<file path="src/rtl/convert_values_pkg.sv">
`default_nettype none
// ============================================================================
// Module   : convert_values_pkg
// Purpose  : Shared types and constants for the value-conversion controller
//            and its datapath. Holds the controller state encoding, the
//            err_stage codes and the IEEE-754 single constants used by the
//            datapath.
// Ports    : none (package)
// Revision : 1.0 - initial release
// ============================================================================
package convert_values_pkg;

    // Controller states, in sequencing order.
    typedef enum logic [3:0] {
        ST_IDLE    = 4'd0,
        ST_RESET   = 4'd1,
        ST_CHOOSE  = 4'd2,
        ST_CONVERT = 4'd3,
        ST_MULT    = 4'd4,
        ST_INVERT  = 4'd5,
        ST_LOAD    = 4'd6,
        ST_DONE    = 4'd7,
        ST_ERROR   = 4'd8
    } state_t;

    // err_stage encodings reported when a stage's watchdog expires.
    localparam logic [2:0] ERR_RESET   = 3'd0;
    localparam logic [2:0] ERR_CHOOSE  = 3'd1;
    localparam logic [2:0] ERR_CONVERT = 3'd2;
    localparam logic [2:0] ERR_MULT    = 3'd3;
    localparam logic [2:0] ERR_INVERT  = 3'd4;
    localparam logic [2:0] ERR_LOAD    = 3'd5;

    // Element counter width and its saturation value.
    localparam int         ELEM_W   = 5;
    localparam logic [4:0] ELEM_MAX = 5'd31;

    // Floating-point constants shared with the datapath.
    localparam logic [31:0] ONE   = 32'h3F80_0000;
    localparam logic [31:0] TEN   = 32'h4120_0000;
    localparam logic [31:0] TENTH = 32'h3DCC_CCCD;

    // True for the stages that wait on a datapath handshake.
    function automatic logic is_stage(input state_t s);
        return (s == ST_RESET)   || (s == ST_CHOOSE) || (s == ST_CONVERT) ||
               (s == ST_MULT)    || (s == ST_INVERT) || (s == ST_LOAD);
    endfunction

    // Maps a waiting stage to its err_stage code.
    function automatic logic [2:0] stage_code(input state_t s);
        logic [2:0] code;
        code = ERR_RESET;
        case (s)
            ST_CHOOSE:  code = ERR_CHOOSE;
            ST_CONVERT: code = ERR_CONVERT;
            ST_MULT:    code = ERR_MULT;
            ST_INVERT:  code = ERR_INVERT;
            ST_LOAD:    code = ERR_LOAD;
            default:    code = ERR_RESET;
        endcase
        return code;
    endfunction

endpackage
`default_nettype wire

</file>
<file path="src/rtl/convert_values_control_if.sv">
`default_nettype none
// ============================================================================
// Module   : convert_values_control_if
// Purpose  : Bundles the controller's command, handshake and status signals.
//            master : controller side (drives requests and status)
//            slave  : datapath / solver side (drives start, abort, dones)
// Signals  : start, abort, seven done handshakes, six stage requests,
//            busy, done, error, err_stage[2:0], elements_converted[4:0]
// Revision : 1.0 - initial release
// ============================================================================
interface convert_values_control_if;
    import convert_values_pkg::*;

    logic              start;
    logic              abort;
    logic              data_reset_done;
    logic              element_chosen;
    logic              fp_conversion_done;
    logic              exponent_multiplied;
    logic              resistor_inversion_done;
    logic              memory_loaded;
    logic              all_done;
    logic              go_reset_data;
    logic              go_choose_element;
    logic              go_convert_fp;
    logic              go_multiply_exp;
    logic              go_invert_resistor;
    logic              ld_memory;
    logic              busy;
    logic              done;
    logic              error;
    logic [2:0]        err_stage;
    logic [ELEM_W-1:0] elements_converted;

    modport master (
        input  start, abort,
               data_reset_done, element_chosen, fp_conversion_done,
               exponent_multiplied, resistor_inversion_done, memory_loaded,
               all_done,
        output go_reset_data, go_choose_element, go_convert_fp,
               go_multiply_exp, go_invert_resistor, ld_memory,
               busy, done, error, err_stage, elements_converted
    );

    modport slave (
        output start, abort,
               data_reset_done, element_chosen, fp_conversion_done,
               exponent_multiplied, resistor_inversion_done, memory_loaded,
               all_done,
        input  go_reset_data, go_choose_element, go_convert_fp,
               go_multiply_exp, go_invert_resistor, ld_memory,
               busy, done, error, err_stage, elements_converted
    );

endinterface
`default_nettype wire

</file>
<file path="src/rtl/convert_values_control_stage_watchdog.sv">
`default_nettype none
// ============================================================================
// Module   : stage_watchdog
// Purpose  : Per-stage cycle counter. Cleared on every controller state
//            change, counts while enabled, and flags expiry once the count
//            reaches TIMEOUT. The count holds at TIMEOUT so it never wraps.
// Ports    : clk, resetn (async, active-low), clear, enable -> expired
// Revision : 1.0 - initial release
// ============================================================================
module stage_watchdog #(
    parameter int TIMEOUT = 1023,
    parameter int CNT_W   = 10
) (
    input  wire logic clk,
    input  wire logic resetn,
    input  wire logic clear,
    input  wire logic enable,
    output logic      expired
);

    localparam logic [CNT_W-1:0] LIMIT = CNT_W'(TIMEOUT);

    logic [CNT_W-1:0] count_q;
    logic [CNT_W-1:0] count_d;

    always_comb begin
        count_d = count_q;
        if (clear) begin
            count_d = '0;
        end else if (enable && (count_q != LIMIT)) begin
            count_d = count_q + 1'b1;
        end
    end

    always_ff @(posedge clk or negedge resetn) begin
        if (!resetn) begin
            count_q <= '0;
        end else begin
            count_q <= count_d;
        end
    end

    assign expired = (count_q == LIMIT);

endmodule
`default_nettype wire

</file>
<file path="src/rtl/convert_values_control.sv">
`default_nettype none
// ============================================================================
// Module   : convert_values_control
// Purpose  : Sequences the value-conversion datapath through reset, element
//            choice, int-to-float, exponent multiply, resistor inversion and
//            float-register write for each element. Counts converted
//            elements, reports completion and guards each stage with a
//            watchdog.
// Ports    : clk, resetn (async, active-low)
//            bus (convert_values_control_if.master): start/abort, done
//            handshakes in; stage requests, busy/done/error, err_stage,
//            elements_converted out
// Revision : 1.0 - initial release
// ============================================================================
module convert_values_control
    import convert_values_pkg::*;
#(
    parameter int TIMEOUT = 1023,
    parameter int CNT_W   = 10
) (
    input  wire logic                  clk,
    input  wire logic                  resetn,
    convert_values_control_if.master   bus
);

    state_t            state_q;
    state_t            state_d;
    logic [ELEM_W-1:0] elem_q;
    logic [ELEM_W-1:0] elem_d;
    logic [2:0]        err_q;
    logic [2:0]        err_d;
    logic              wd_expired;
    logic              wd_clear;
    logic              wd_enable;

    // ------------------------------------------------------------------
    // Next state. abort overrides everything; within a stage the done
    // handshake is checked before the watchdog so a done arriving on the
    // expiry edge still advances.
    // ------------------------------------------------------------------
    always_comb begin
        state_d = state_q;
        if (bus.abort) begin
            state_d = ST_IDLE;
        end else begin
            case (state_q)
                ST_IDLE, ST_DONE, ST_ERROR: begin
                    if (bus.start) state_d = ST_RESET;
                end
                ST_RESET: begin
                    if (bus.data_reset_done) state_d = ST_CHOOSE;
                    else if (wd_expired)     state_d = ST_ERROR;
                end
                ST_CHOOSE: begin
                    if (bus.all_done)            state_d = ST_DONE;
                    else if (bus.element_chosen) state_d = ST_CONVERT;
                    else if (wd_expired)         state_d = ST_ERROR;
                end
                ST_CONVERT: begin
                    if (bus.fp_conversion_done) state_d = ST_MULT;
                    else if (wd_expired)        state_d = ST_ERROR;
                end
                ST_MULT: begin
                    if (bus.exponent_multiplied) state_d = ST_INVERT;
                    else if (wd_expired)         state_d = ST_ERROR;
                end
                ST_INVERT: begin
                    if (bus.resistor_inversion_done) state_d = ST_LOAD;
                    else if (wd_expired)             state_d = ST_ERROR;
                end
                ST_LOAD: begin
                    if (bus.memory_loaded) state_d = ST_CHOOSE;
                    else if (wd_expired)   state_d = ST_ERROR;
                end
                default: state_d = ST_IDLE;
            endcase
        end
    end

    // ------------------------------------------------------------------
    // Element counter and err_stage capture.
    // ------------------------------------------------------------------
    always_comb begin
        elem_d = elem_q;
        err_d  = err_q;

        if ((state_d == ST_RESET) && (state_q != ST_RESET)) begin
            // A new run begins: forget the previous run's results.
            elem_d = '0;
            err_d  = '0;
        end else if ((state_q == ST_LOAD) && (state_d == ST_CHOOSE) &&
                     (elem_q != ELEM_MAX)) begin
            elem_d = elem_q + 1'b1;
        end

        if ((state_d == ST_ERROR) && (state_q != ST_ERROR)) begin
            err_d = stage_code(state_q);
        end
    end

    always_ff @(posedge clk or negedge resetn) begin
        if (!resetn) begin
            state_q <= ST_IDLE;
            elem_q  <= '0;
            err_q   <= '0;
        end else begin
            state_q <= state_d;
            elem_q  <= elem_d;
            err_q   <= err_d;
        end
    end

    // ------------------------------------------------------------------
    // Watchdog: restarts on each state change, runs only in waiting stages.
    // ------------------------------------------------------------------
    assign wd_clear  = (state_d != state_q);
    assign wd_enable = is_stage(state_q);

    stage_watchdog #(
        .TIMEOUT (TIMEOUT),
        .CNT_W   (CNT_W)
    ) u_watchdog (
        .clk     (clk),
        .resetn  (resetn),
        .clear   (wd_clear),
        .enable  (wd_enable),
        .expired (wd_expired)
    );

    // ------------------------------------------------------------------
    // Moore outputs decoded from the registered state.
    // ------------------------------------------------------------------
    always_comb begin
        bus.go_reset_data      = 1'b0;
        bus.go_choose_element  = 1'b0;
        bus.go_convert_fp      = 1'b0;
        bus.go_multiply_exp    = 1'b0;
        bus.go_invert_resistor = 1'b0;
        bus.ld_memory          = 1'b0;
        bus.done               = 1'b0;
        bus.error              = 1'b0;
        case (state_q)
            ST_RESET:   bus.go_reset_data      = 1'b1;
            ST_CHOOSE:  bus.go_choose_element  = 1'b1;
            ST_CONVERT: bus.go_convert_fp      = 1'b1;
            ST_MULT:    bus.go_multiply_exp    = 1'b1;
            ST_INVERT:  bus.go_invert_resistor = 1'b1;
            ST_LOAD:    bus.ld_memory          = 1'b1;
            ST_DONE:    bus.done               = 1'b1;
            ST_ERROR:   bus.error              = 1'b1;
            default:    ;
        endcase
    end

    assign bus.busy               = is_stage(state_q);
    assign bus.err_stage          = err_q;
    assign bus.elements_converted = elem_q;

endmodule
`default_nettype wire

</file>
<file path="src/flat_wrapper.sv">
// flat-port wrapper written by rule: the top's interface ports become plain ports
module convert_values_control_flat import convert_values_pkg::*;
#(
    parameter int TIMEOUT = 1023,
    parameter int CNT_W   = 10
)
  (clk, resetn, bus_start, bus_abort, bus_data_reset_done, bus_element_chosen, bus_fp_conversion_done, bus_exponent_multiplied, bus_resistor_inversion_done, bus_memory_loaded, bus_all_done, bus_go_reset_data, bus_go_choose_element, bus_go_convert_fp, bus_go_multiply_exp, bus_go_invert_resistor, bus_ld_memory, bus_busy, bus_done, bus_error, bus_err_stage, bus_elements_converted);
  convert_values_control_if bus_i ();
  input  wire logic clk;
  input  wire logic resetn;
  input wire logic [$bits(bus_i.start)-1:0] bus_start;
  input wire logic [$bits(bus_i.abort)-1:0] bus_abort;
  input wire logic [$bits(bus_i.data_reset_done)-1:0] bus_data_reset_done;
  input wire logic [$bits(bus_i.element_chosen)-1:0] bus_element_chosen;
  input wire logic [$bits(bus_i.fp_conversion_done)-1:0] bus_fp_conversion_done;
  input wire logic [$bits(bus_i.exponent_multiplied)-1:0] bus_exponent_multiplied;
  input wire logic [$bits(bus_i.resistor_inversion_done)-1:0] bus_resistor_inversion_done;
  input wire logic [$bits(bus_i.memory_loaded)-1:0] bus_memory_loaded;
  input wire logic [$bits(bus_i.all_done)-1:0] bus_all_done;
  output wire logic [$bits(bus_i.go_reset_data)-1:0] bus_go_reset_data;
  output wire logic [$bits(bus_i.go_choose_element)-1:0] bus_go_choose_element;
  output wire logic [$bits(bus_i.go_convert_fp)-1:0] bus_go_convert_fp;
  output wire logic [$bits(bus_i.go_multiply_exp)-1:0] bus_go_multiply_exp;
  output wire logic [$bits(bus_i.go_invert_resistor)-1:0] bus_go_invert_resistor;
  output wire logic [$bits(bus_i.ld_memory)-1:0] bus_ld_memory;
  output wire logic [$bits(bus_i.busy)-1:0] bus_busy;
  output wire logic [$bits(bus_i.done)-1:0] bus_done;
  output wire logic [$bits(bus_i.error)-1:0] bus_error;
  output wire logic [$bits(bus_i.err_stage)-1:0] bus_err_stage;
  output wire logic [$bits(bus_i.elements_converted)-1:0] bus_elements_converted;
  assign bus_i.start = bus_start;
  assign bus_i.abort = bus_abort;
  assign bus_i.data_reset_done = bus_data_reset_done;
  assign bus_i.element_chosen = bus_element_chosen;
  assign bus_i.fp_conversion_done = bus_fp_conversion_done;
  assign bus_i.exponent_multiplied = bus_exponent_multiplied;
  assign bus_i.resistor_inversion_done = bus_resistor_inversion_done;
  assign bus_i.memory_loaded = bus_memory_loaded;
  assign bus_i.all_done = bus_all_done;
  assign bus_go_reset_data = bus_i.go_reset_data;
  assign bus_go_choose_element = bus_i.go_choose_element;
  assign bus_go_convert_fp = bus_i.go_convert_fp;
  assign bus_go_multiply_exp = bus_i.go_multiply_exp;
  assign bus_go_invert_resistor = bus_i.go_invert_resistor;
  assign bus_ld_memory = bus_i.ld_memory;
  assign bus_busy = bus_i.busy;
  assign bus_done = bus_i.done;
  assign bus_error = bus_i.error;
  assign bus_err_stage = bus_i.err_stage;
  assign bus_elements_converted = bus_i.elements_converted;
  convert_values_control #(.TIMEOUT(TIMEOUT), .CNT_W(CNT_W)) u_core (.clk(clk), .resetn(resetn), .bus(bus_i));
endmodule
</file>
<file path="config.mk">
export PLATFORM = sky130hd
export DESIGN_NAME = convert_values_control_flat
export DESIGN_NICKNAME = d
export VERILOG_FILES = /design/src/rtl/convert_values_pkg.sv /design/src/rtl/convert_values_control_if.sv /design/src/rtl/convert_values_control_stage_watchdog.sv /design/src/rtl/convert_values_control.sv /design/src/flat_wrapper.sv
export SDC_FILE = /design/constraint.sdc
export NUM_CORES = 1
export LEC_CHECK = 0
export ABC_CLOCK_PERIOD_IN_PS = 2100
export CAP_MARGIN = 20
export CORE_UTILIZATION = 48
export DETAILED_ROUTE_END_ITERATION = 16
export GPL_TIMING_DRIVEN = 1
export HOLD_SLACK_MARGIN = 0.08
export PLACE_DENSITY = 0.75
export SKIP_CTS_REPAIR_TIMING = 1
export SYNTH_ARGS = -nofsm -noshare
export SYNTH_HDL_FRONTEND = slang
export SYNTH_SLANG_ARGS = --single-unit
</file>
<file path="constraint.sdc">
create_clock -name clk -period 2.1 [get_ports clk]
set_input_delay 0.42 -clock clk [delete_from_list [all_inputs] [get_ports clk]]
set_output_delay 0.42 -clock clk [all_outputs]
set_load 0.05 [all_outputs]
</file>
==> results of run 1 <==
==> per-stage QoR <==
stage / TNS (ns) / setup WS, ns / hold WS (ns) / instance area, sq um
detailed placement: -11.00 / -0.686 / 0.498 / 2720
floorplan: -5.90 / -0.369 / 0.124 / 1810
global placement: -9.73 / -0.551 / 0.487 / 2720
CTS: -9.46 / -0.548 / 0.438 / 2750
==> kinds of logic after synthesis <==
group	after synthesis	synth area share
simple gates	93	0.322
compound gates	44	0.228
flops	22	0.314
buf+inv	18	0.0529
xor+xnor	10	0.0500
fa+ha+maj	3	0.0214
mux	2	0.0114
==> cells in the mapped netlist, drive strengths merged (2+ instances only) <==
| cell type | number | area share |
|---|---|---|
| nand4 | 4 | 0.023 |
| o211ai | 2 | 0.0086 |
| a31oi | 5 | 0.018 |
| or2 | 2 | 0.0086 |
| nand2b | 5 | 0.018 |
| a21oi | 4 | 0.018 |
| nor2 | 12 | 0.026 |
| nand3 | 11 | 0.031 |
| xor2 | 5 | 0.025 |
| a21o | 2 | 0.0086 |
| mux2i | 2 | 0.011 |
| o21ai | 6 | 0.019 |
| nor3 | 12 | 0.034 |
| nor4 | 12 | 0.046 |
| inv | 9 | 0.019 |
| o32ai | 3 | 0.015 |
| ha | 3 | 0.021 |
| xnor2 | 5 | 0.025 |
| and3 | 4 | 0.014 |
| nor3b | 2 | 0.014 |
| nand2 | 12 | 0.026 |
| buf | 8 | 0.031 |
| dfrtp | 22 | 0.31 |
| nor2b | 3 | 0.011 |
| or3 | 4 | 0.014 |
==> flow_results.org, run 1 <==
** Logic synthesis
- The synthesized netlist occupies a cell area of 1750 sq um.
- The synthesized design contains 0 enable-type register cells.
- For this run, asynchronously set or reset flops after synthesis account for 1.00.
- Net count after synthesis :: 206
- For this run, the number of Yosys warnings is 0.
- Sequential share of the synthesized area :: 0.314
- After synthesis, the mean cell area works out to 9.12 sq um.
- Synthesis produced a netlist whose cell count is 192.
- Distinct cell type count of the synthesized netlist :: 66
- In this run, synthesis produced a sequential element count of 22.
- Most used flip-flop cell after synthesis :: dfrtp_1

** Timing
- When the last timing repair stopped, the worst path ended at u_core.u_watchdog.count_q[1]$_DFFE_PN0P_/D.
- Worst ep type :: register input

** Placement
- The congestion estimate from routability-driven global placement came to 0.872.
- Post-placement cell count :: 330
- After legalization and detailed placement, the total HPWL measured 4150 microns.
- In this run the tool buffered the top-level ports with 27 buffer cells.

** Clocking
- The tree is rooted in a clkbuf_4.
- Clock Sink Count :: 22
- In this run, CTS created clock tree buffers numbering 3.
- Buffers from clock root to sink, at most :: 2
- Max H-tree Level :: 1

** Floorplan
- The initial utilization of the core area, before any placement, comes to 0.513.
- Pin placement for this block handled 28 I/O pins.
- Row generation in the floorplan step produced 21 rows.
- Overall die height :: 62.4 microns
- The die is 62.4 microns wide.

** Outcome
- Failed at :: global routing (5_1_grt)
- The first error in the log reads "[ERROR DPL-0038] Utilization greater than 100%, impossible to legalize".
- Run status :: did not finish

** GRT
- Largest net degree at the start of global routing :: 23
==> run 2: changes to the inputs <==
--- a/config.mk
+++ b/config.mk
@@ -5,13 +5,12 @@
 export SDC_FILE = /design/constraint.sdc
 export NUM_CORES = 1
 export LEC_CHECK = 0
-export ABC_CLOCK_PERIOD_IN_PS = 2100
+export ABC_CLOCK_PERIOD_IN_PS = 2700
 export CAP_MARGIN = 20
-export CORE_UTILIZATION = 48
+export CORE_UTILIZATION = 35
 export DETAILED_ROUTE_END_ITERATION = 16
 export GPL_TIMING_DRIVEN = 1
-export HOLD_SLACK_MARGIN = 0.08
-export PLACE_DENSITY = 0.75
+export PLACE_DENSITY_LB_ADDON = 0.15
 export SKIP_CTS_REPAIR_TIMING = 1
 export SYNTH_ARGS = -nofsm -noshare
 export SYNTH_HDL_FRONTEND = slang
==> constraint.sdc (replaced) <==
create_clock -name clk -period 2.7 [get_ports clk]
set_input_delay 0.54 -clock clk [delete_from_list [all_inputs] [get_ports clk]]
set_output_delay 0.54 -clock clk [all_outputs]
set_load 0.05 [all_outputs]
==> flow_results.org, run 2 <==
** Placement
- Buffers added on ports :: 27
- Routability congestion estimate :: 0.851
- Detailed placement ended at an HPWL of 3750 microns.
- Placed standard-cell area :: 2280 sq um
- At the placement stage, the worst setup path has a slack of -0.184 ns.

** Detailed routing
- Detail-routed via count per cell :: 5.65
- Drc violations :: 0
- For this block, the via count after detailed routing is 1751.
- First DRT Iteration DRCs :: 93
- Routed length per instance :: 15.7 microns
- TritonRoute pass-1 iters :: 4
- Final WL :: 4850 microns
- Number of antenna-violating nets in the routed design :: 0

** GRT
- The initial antenna violation count is 0.
- Entering global routing, the biggest net connects 23 pins.
- Overall overflow remaining after global route :: 0
- All-Layer GR Usage :: 0.195
- The first global-routing pass estimated 8200 microns of wire.
- Via count of the first global-routing pass :: 1831

** Finish
- The register with the most flip-flops in the layout has 10 of them.
- For this run, the post-layout net count is 259.
- Fillers :: 477
- Highest-count cells in the layout ignoring fill and taps :: 37 x buf_4, 20 x dfrtp_1, 18 x clkdlybuf4s50_1
- In the final layout, the share of cells above drive strength 1 is 0.259.
- Reg with most FFs :: u_core.u_watchdog.count_q
- Commonest non-fill, non-tap cell in the layout :: buf_4
- With fillers left out, the area of the finished cells amounts to 2350 sq um.
- Compared with the post-synthesis result, the final layout area differs by 34.1%.
- The repair_antennas step left the layout with diodes totalling 0.

** Timing
- Setup slack of the critical path after layout :: 0.133 ns
- Slew of the pin with the lowest slew margin :: 0.517 ns
- Setup repair after global routing could not meet its margin everywhere.
- Fmax :: 390 MHz
- Count of final max-slew check failures :: 0
- Clock Skews :: 0.00207 ns
- Final number of setup-violating endpoints :: 0
- Worst-case headroom to the max-slew limit :: 0.654
- The clock period could shrink to 2.57 ns.
- Of the available clock period, the critical path in the final layout requires 0.951.
- Endpoints failing hold :: 0

** Logic synthesis
- The netlist uses 66 different library cells.
- For this run, the number of Yosys warnings is 0.
- The share of the Yosys chip area taken by registers is 0.314.
- Mapped Area :: 1750 sq um
- Mux share of post-synthesis cell area :: 0.0114
- Number of flops mapped to enable cells by yosys :: 0
- Most frequent cell after synthesis :: dfrtp_1
- Synthesis produced a netlist with a net count of 206.
- Async set-reset flop share out of synthesis :: 1.00
- Largest family of logic cells by synthesized area :: simple AND/OR/NAND/NOR gates
- Of the total synthesized cell area, the portion taken by XOR and XNOR cells is 0.0500.
- Simple-gate share of the synthesized area :: 0.322
- Average footprint of a synthesized cell :: 9.12 sq um
- The largest total area in the synthesized netlist belongs to dfrtp_1.
- Number of synthesized register bits :: 22
- Post-synth top area share :: 0.314
- Ranked by total cell area, the synthesized netlist is headed by dfrtp_1 31%, nor4_1 3.9%, nor3_1 3.4%, nand3_1 3.1%, nand2_1 2.6%.
- The share of the synthesized area in compound gates (AO/OA/AOI/OAI) came to 0.228.
- Most instantiated cells after synthesis :: 22 x dfrtp_1, 12 x nand2_1, 12 x nor2_1, 12 x nor3_1
- The most used flip-flop cell after synthesis is dfrtp_1.
- Post-synthesis share of cell area spent on full adders, half adders and majority gates :: 0.0214
- Counting every instance in the synthesized netlist gives 192.

** Critical path
- Data on the critical path arrives at its endpoint at 2.72 ns.
- At the worst endpoint, the required time is 2.85 ns.
- Cell count of the worst reg-to-reg path :: 7
- Largest fanout on the critical path :: 10
- The critical path is of the in -> reg type.
- STA classifies the critical path endpoint as a flip-flop.
- Worst setup SP type :: primary input

** Clocking
- Clock tree from TritonCTS :: yes
- In this run the clock root is driven by a clkbuf_8.
- Clock-pin slew on the worst setup and hold paths :: 0.08 ns
- The number of clock buffers added by TritonCTS is 3.
- For this design, the sink count on the clock tree is 22.
- No sink is reached through more buffers than the 2 on the longest clock path.
- In this run the number of H-tree levels came out at 1.
- Later-pin clock latency in the skew report :: 0.26 ns

** Pwr
- Worst supply voltage drop on vdd :: 0.000241 V
- Net switching fraction of the power :: 0.329
- Leakage Power :: 1.00 nW
- Fraction of power consumed by combinational cells :: 0.310
- For this design the total switching power over the nets is 0.000280 W.
- Of the total power, the clock network draws 0.237.
- Register share of total power :: 0.452
- For this design the ratio of total power to cell area is 362 nW/um^2.
- Internal power comes to 0.000570 W.

** Floorplan
- The initialized floorplan defines 25 standard-cell rows.
- The die covers 5290 sq um.
- Pin placement for this block handled 28 I/O pins.
- The total area inside the core boundary comes to 4750 sq um.
- The initial utilization of the core area, before any placement, comes to 0.368.
- Die width :: 72.7 microns
- From bottom edge to top edge, the die measures 72.7 microns.

** Min path
- Worst Hold Path Cells :: 1
- The tightest min-delay check is of the reg -> reg type.

** Outcome
- Run status :: finished clean

** Run
- Number of maximum-capacitance constraint violations :: 0
## run 2: cell counts after synthesis
No cell type changed its count.
## run 2: path summary, 6_finish.rpt
kind / from / slack, ns / end
min in group asynchronous: resetn / 0.63 / u_core.bus.elements_converted[3]
max reg2reg: u_core.state_q[0] / 0.19 / u_core.u_watchdog.count_q[5]
max: bus_resistor_inversion_done / 0.13 / u_core.u_watchdog.count_q[5]
max in group asynchronous: resetn / 1.83 / u_core.state_q[1]
min reg2reg: u_core.bus.elements_converted[3] / 0.50 / u_core.bus.elements_converted[3]
min: u_core.bus.elements_converted[3] / 0.50 / u_core.bus.elements_converted[3]
## run 2: final cells by class
cell class	instances	area (sq um)	area share
multi-input cells	152	1140	0.485
flip-flops and latches	22	553	0.235
repair buffers	57	498	0.212
well taps	67	83.8	0.0357
clock buffers	3	41.3	0.0176
inverters	9	33.8	0.0144
## run 2: cells by family (layout without fill, tap and decap cells)
logic type               Yosys count  in the layout
XOR/XNOR                          10             10
AO/OA/AOI/OAI                     44             44
AND/OR/NAND/NOR                   93             93
adder cells (fa/ha/maj)            3              3
buffers and inverters             18             69
multiplexers                       2              2
flip-flops                        22             22
## run 2: metal layers
metal  up-vias  part of all wire  global-route usage
met5         -                 0                   0
met4         0             0.021              0.0763
met3        12             0.037              0.0262
met2        50              0.50               0.337
met1       849              0.44               0.247
li1        840                 -                   -
## run 2: through the flow
step           setup TNS, ns  power [W]  std cells  utilization  hold WS (ns)
2_1_floorplan              0   0.000543        192            -         0.244
3_3_place_gp           -1.15   0.000646        307        0.480         0.488
3_5_place_dp           -1.87   0.000652        307        0.480         0.489
4_1_cts                    0   0.000858        310        0.489         0.500
5_1_grt              -0.0203   0.000896        310        0.494         0.525
6_report                   0   0.000850        310        0.494         0.495
## run 2: power groups by stage
| stage | logic, W | clock network [W] | registers, W |
|---|---|---|---|
| floorplan | 0.000118 | 0 | 0.000425 |
| global placement | 0.000257 | 0 | 0.000389 |
| detailed placement | 0.000262 | 0 | 0.000390 |
| CTS | 0.000263 | 0.000211 | 0.000384 |
| global route | 0.000284 | 0.000222 | 0.000390 |
| finish | 0.000264 | 0.000201 | 0.000384 |
## run 2: worst max-delay path: stages
cell             delay, ns
clkdlybuf4s50_1       0.48
a21oi_1               0.07
a32o_2                0.31
o41ai_4               0.48
or3_1                 0.30
nand4_4               0.20
nor4_1                0.34
(Power assumes the default switching activity.)
==> run 3: changes to the inputs <==
--- a/config.mk
+++ b/config.mk
@@ -15,3 +15,4 @@
 export SYNTH_ARGS = -nofsm -noshare
 export SYNTH_HDL_FRONTEND = slang
 export SYNTH_SLANG_ARGS = --single-unit
+export TNS_END_PERCENT = 10
==> results of run 3 <==
The final DEF is identical to that of run 2; final timing and power are the same.
